## config.mk

```make
export PLATFORM = sky130hd
export DESIGN_NAME = d_fifo_drain
export DESIGN_NICKNAME = d
export VERILOG_FILES = /design/src/rtl/d_fifo_drain_pkg.sv /design/src/rtl/drain_skid_buf.sv /design/src/rtl/d_fifo_drain.sv
export SDC_FILE = /design/constraint.sdc
export NUM_CORES = 1
export LEC_CHECK = 0
export CAP_MARGIN = 0
export CORE_MARGIN = 2
export CORE_UTILIZATION = 40
export CTS_CLUSTER_DIAMETER = 80
export DETAILED_ROUTE_END_ITERATION = 7
export GPL_ROUTABILITY_DRIVEN = 0
export GPL_TIMING_DRIVEN = 0
export MAX_ROUTING_LAYER = met4
export PLACE_DENSITY = 0.69
export SETUP_SLACK_MARGIN = 0.3
export SLEW_MARGIN = 10
export SYNTH_ARGS = -nofsm -noshare
export SYNTH_HDL_FRONTEND = slang
export SYNTH_SLANG_ARGS = --single-unit
export TNS_END_PERCENT = 50
```

## constraint.sdc

```tcl
create_clock -name clk -period 4.4 [get_ports clk]
set_clock_uncertainty 0.2 [all_clocks]
set_input_delay 1.32 -clock clk [delete_from_list [all_inputs] [get_ports clk]]
set_output_delay 1.32 -clock clk [all_outputs]
set_load 0.005 [all_outputs]
```

## src/rtl/d_fifo_drain_pkg.sv

```systemverilog
// Shared definitions for the D0/D1 output-FIFO drain stage.
package d_fifo_drain_pkg;

  localparam int unsigned DATA_W = 6;

  // Source tags carried alongside each merged word
  localparam logic DEST_D0 = 1'b0;
  localparam logic DEST_D1 = 1'b1;

  typedef enum logic [1:0] {
    StIdle  = 2'd0,
    StRun   = 2'd1,
    StDrain = 2'd2
  } state_e;

endpackage

```

## src/rtl/drain_skid_buf.sv

```systemverilog
// Two-entry FIFO of {dest, data} words sitting between FIFO read capture and the output port.
module drain_skid_buf #(
  parameter int unsigned DATA_W = 6
) (
  input  logic              clk,
  input  logic              reset,
  input  logic              wr,
  input  logic [DATA_W-1:0] wr_data,
  input  logic              wr_dest,
  input  logic              rd,
  output logic [DATA_W-1:0] rd_data,
  output logic              rd_dest,
  output logic [1:0]        occupancy,
  output logic              valid
);

  logic [DATA_W:0] mem_q [2];
  logic            wr_ptr_q;
  logic            rd_ptr_q;
  logic [1:0]      cnt_q;
  logic            do_wr;
  logic            do_rd;

  // Reads only pop a held word; writes are refused when full unless a read frees a slot
  always_comb begin
    do_rd = rd && (cnt_q != 2'd0);
    do_wr = wr && ((cnt_q != 2'd2) || do_rd);
  end

  // Storage, pointers and occupancy count
  always_ff @(posedge clk or negedge reset) begin
    if (!reset) begin
      for (int i = 0; i < 2; i++) begin
        mem_q[i] <= '0;
      end
      wr_ptr_q <= 1'b0;
      rd_ptr_q <= 1'b0;
      cnt_q    <= 2'd0;
    end else begin
      if (do_wr) begin
        mem_q[wr_ptr_q] <= {wr_dest, wr_data};
        wr_ptr_q        <= ~wr_ptr_q;
      end
      if (do_rd) begin
        rd_ptr_q <= ~rd_ptr_q;
      end
      cnt_q <= cnt_q + 2'(do_wr) - 2'(do_rd);
    end
  end

  // Head of buffer drives the output directly
  always_comb begin
    {rd_dest, rd_data} = mem_q[rd_ptr_q];
    occupancy          = cnt_q;
    valid              = (cnt_q != 2'd0);
  end

endmodule

```

## src/rtl/d_fifo_drain.sv

```systemverilog
// Merges the D0/D1 output FIFOs into one tagged ready/valid stream with round-robin fairness,
// counts delivered words per source and reports when fully drained.
module d_fifo_drain #(
  parameter int unsigned DATA_W = d_fifo_drain_pkg::DATA_W,
  parameter int unsigned CNT_W  = 8,
  parameter int unsigned BUF_D  = 2
) (
  input  logic              clk,
  input  logic              reset,
  input  logic              enable,
  input  logic              empty_fifo_D0,
  input  logic              empty_fifo_D1,
  input  logic [DATA_W-1:0] data_out_D0,
  input  logic [DATA_W-1:0] data_out_D1,
  input  logic              out_ready,
  output logic              D0_pop,
  output logic              D1_pop,
  output logic [DATA_W-1:0] data_out,
  output logic              dest_out,
  output logic              valid_out,
  output logic              drain_idle,
  output logic [CNT_W-1:0]  cnt_D0,
  output logic [CNT_W-1:0]  cnt_D1
);

  import d_fifo_drain_pkg::*;

  state_e             state_q, state_d;
  logic               last_grant_q;
  logic               inflight_q;
  logic               dsel_q;
  logic [CNT_W-1:0]   cnt0_q, cnt1_q;

  logic [1:0]         buf_occ;
  logic               buf_valid;
  logic [DATA_W-1:0]  buf_data;
  logic               buf_dest;
  logic               deliver;
  logic [2:0]         occ_eff;
  logic               room;
  logic               elig0, elig1;
  logic               grant;
  logic               pop;

  // Eligibility, space check and round-robin grant
  always_comb begin
    deliver = buf_valid && out_ready;
    // Occupancy as it will be after this cycle's delivery
    occ_eff = {1'b0, buf_occ} - {2'b00, deliver};
    room    = (occ_eff + {2'b00, inflight_q} + 3'd1) <= 3'(BUF_D);
    // A source popped last cycle may still show a stale non-empty flag
    elig0   = !empty_fifo_D0 && !(inflight_q && (dsel_q == DEST_D0));
    elig1   = !empty_fifo_D1 && !(inflight_q && (dsel_q == DEST_D1));
    grant   = DEST_D0;
    if (elig0 && elig1) begin
      grant = ~last_grant_q;
    end else if (elig1) begin
      grant = DEST_D1;
    end
    pop    = (state_q == StRun) && room && (elig0 || elig1);
    D0_pop = pop && (grant == DEST_D0);
    D1_pop = pop && (grant == DEST_D1);
  end

  // Next-state logic; DRAIN exits once nothing is buffered after this cycle and nothing is in flight
  always_comb begin
    state_d    = state_q;
    drain_idle = (state_q == StIdle);
    unique case (state_q)
      StIdle: begin
        if (enable) state_d = StRun;
      end
      StRun: begin
        if (!enable) state_d = StDrain;
      end
      StDrain: begin
        if (enable) begin
          state_d = StRun;
        end else if ((occ_eff == 3'd0) && !inflight_q) begin
          state_d = StIdle;
        end
      end
      default: state_d = StIdle;
    endcase
  end

  // State, arbitration history and read-capture registers
  always_ff @(posedge clk or negedge reset) begin
    if (!reset) begin
      state_q      <= StIdle;
      last_grant_q <= DEST_D1;
      inflight_q   <= 1'b0;
      dsel_q       <= DEST_D0;
    end else begin
      state_q    <= state_d;
      inflight_q <= pop;
      dsel_q     <= grant;
      if (pop) begin
        last_grant_q <= grant;
      end
    end
  end

  // Per-source delivery counters, wrapping naturally
  always_ff @(posedge clk or negedge reset) begin
    if (!reset) begin
      cnt0_q <= '0;
      cnt1_q <= '0;
    end else if (deliver) begin
      if (buf_dest == DEST_D1) begin
        cnt1_q <= cnt1_q + 1'b1;
      end else begin
        cnt0_q <= cnt0_q + 1'b1;
      end
    end
  end

  drain_skid_buf #(
    .DATA_W (DATA_W)
  ) u_skid_buf (
    .clk       (clk),
    .reset     (reset),
    .wr        (inflight_q),
    .wr_data   (dsel_q ? data_out_D1 : data_out_D0),
    .wr_dest   (dsel_q),
    .rd        (deliver),
    .rd_data   (buf_data),
    .rd_dest   (buf_dest),
    .occupancy (buf_occ),
    .valid     (buf_valid)
  );

  // Output stage is the skid-buffer head
  always_comb begin
    data_out  = buf_data;
    dest_out  = buf_dest;
    valid_out = buf_valid;
    cnt_D0    = cnt0_q;
    cnt_D1    = cnt1_q;
  end

endmodule

```

==> results.ini <==
[status]
status=complete, but fails checks
violations=setup timing

[timing]
tightest_slew_ns=0.626
finalCritPeriodShare_pct=103
slew_violations=0
hold_viol=0
tns_ns=-0.127
fmax_mhz=221
post-route-min-period_ns=4.53
worst_slack_ns=-0.127
rsz0062_at_grt=true
slew_headroom_pct=58.3
setup_viol=1
hold_slack_ns=0.263

[yosys]
postSynthCellCount=151
yosysWarnings=0
synthArstFlopShare_pct=100
netlist_area_um2=1910
avgSynthCellArea_um2=12.7
synthFlopType=dfrtp_1
synth_edf_count=0
synth_cell_types=35
ys_ff_latch=39
ys_seq_area_share_pct=51.1
syn-num-nets=176

[detailed_routing]
dr.pass1.iters=4
wl_met1_um=1660
wire_per_inst_um=13.9
drc=0
highest_layer=met4
num_vias=1353
wl_met3_um=160
drt_wl_total_um=3720
postRouteAntennaNets=0
dr_wl_met2_um=1820
drt_first_iter_violations=63
via_per_inst=5.05

[cts]
cts_buffers=5
cts.clk_slew.worst_paths_ns=0.07
htree_levels=2
numClockSinks=39
root_buffer=clkbuf_8
hold_buffers=0
cts_tree=built
clock_latency_ns=0.29
cts_buffer_depth=2

[placed_design]
port_buffers=44
dpl.cell_count=250
hpwl_um=2700
place_area_um2=2490

[job]
maxCapViolCount=0

[hold_path]
hold_class=reg2reg
hold_depth=1

[worst_setup_path]
crit_type=in2out
r2r_setup_slack_ns=1.92
cp_data_required_time_ns=2.88
cp-end-kind=primary output
rr_worst_depth=13
cp_max_fo=3
cp-start-kind=input port
arrival_ns=3.01

[die]
ios=45
rows=25
initial_core_util_pct=41.0
core_um2=4660
die_area_um2=5350
dieHeight_um=73.1
die_x_um=73.1

[final_layout]
fillers=390
most-common-layout-cells=clkdlybuf4s50_1, dfrtp_1, mux2_2
layout.cells.non_filler=268
final_area_um2=2670
antenna_cells=0
layout_commonest_cell=clkdlybuf4s50_1
drive_gt1_share_pct=33.6
final_nets=238
syn2layout_area_growth_pct=39.9

[power]
total_power_w=0.00182
p_leak_nw=1.21
p_per_area_nw_per_um2=681
vdd_drop_max_uv=359

[global_routing]
grt_max_degree=39
grt_pass1_vias=1374
track_usage_pct=16.5
antenna_found_initial=0
grt_pass1_wl_um=6530
grt_overflow_total=0

flip-flops by register name (all words and copies together) (netlist names), 2 cells and up:
| name | flops |
|---|---|
| u_skid_buf.mem_q | 14 |
| cnt_D0 | 8 |
| cnt_D1 | 8 |
| state_q | 2 |
| u_skid_buf.occupancy | 2 |
through the flow:
step	utilization (%)	setup WS [ns]
global placement	53.0	-1.09
detailed placement	53.3	-1.15
CTS	57.2	-0.133
global route	57.3	-0.223
floorplan	-	0.0975
finish	57.3	-0.127
metal layers:
layer / GRT usage (%) / up-vias
li1: - / 641
met1: 21.0 / 668
met2: 25.7 / 37
met3: 3.31 / 7
met4: 6.79 / 0
met5: - / -
power breakdown:
part | switching (W) | leakage (nW) | internal, W
registers | 0.000127 | 0.484 | 0.000510
logic | 0.000362 | 0.681 | 0.000588
clock network | 0.000120 | 0.0422 | 0.000111
cell families (layout without fill, tap and decap cells):
| family | after synthesis | count (layout) | share of synthesized area [%] |
|---|---|---|---|
| AOI/OAI and AO/OA | 9 | 9 | 3.80 |
| muxes | 30 | 30 | 18.2 |
| buffers and inverters | 14 | 77 | 3.34 |
| adders and majority gates | 7 | 7 | 4.58 |
| and+or+nand+nor | 33 | 33 | 10.2 |
| DFF | 39 | 39 | 51.1 |
| xor gates and xnor gates | 19 | 19 | 8.71 |
Yosys cell counts (2+ instances only):
cell	n	share of area, %
xnor2_1	10	4.6
inv_1	11	2.2
nand2_1	5	0.98
ha_1	7	4.6
nor3_1	2	0.52
nand4_1	3	0.98
nand3_1	4	1.0
xor2_1	9	4.1
and3_1	2	0.65
nor3_2	2	1.0
o21ai_2	2	0.92
nor2b_1	2	0.65
nand2b_1	2	0.65
dfrtp_1	38	50
nor2_1	5	0.98
mux2_2	28	17
final timing paths:
| path | to | start |
|---|---|---|
| worst max-delay path | D0_pop | out_ready |
| worst min-delay path | cnt_D0[7] | cnt_D0[7] |
| worst max register to register | inflight_q | u_skid_buf.occupancy[1] |
| worst min register to register | cnt_D0[7] | cnt_D0[7] |
| max in group asynchronous | last_grant_q | reset |
| min in group asynchronous | cnt_D1[7] | reset |
critical path: stages:
cell	delay [ns]
buf_8	0.10
o21ai_4	0.05
inv_2	0.07
ha_4	0.24
ha_4	0.15
inv_2	0.05
ha_4	0.18
nor2b_4	0.12
nor3_4	0.19
buf_4	0.13
o211a_1	0.15
nor2b_4	0.13
buf_2	0.11
final cells by class:
| class | count | area (um^2) | area share, % |
|---|---|---|---|
| Sequential cell | 39 | 977 | 36.6 |
| Tap cell | 54 | 67.6 | 2.53 |
| Timing Repair Buffer | 55 | 532 | 19.9 |
| Clock buffer | 7 | 76.3 | 2.86 |
| Buffer | 2 | 16.3 | 0.609 |
| Clock inverter | 1 | 5.00 | 0.187 |
| Inverter | 12 | 47.5 | 1.78 |
| Multi-Input combinational cell | 98 | 951 | 35.6 |
what timing repair did:
action | in CTS | in global routing
hold endpoints to repair | 0 | 0
buffers inserted | 9 | 1
pin swaps | 6 | 4
endpoints found under the setup margin | 2 | 2
resized for setup | 22 | 0
(Power assumes the default switching activity.)
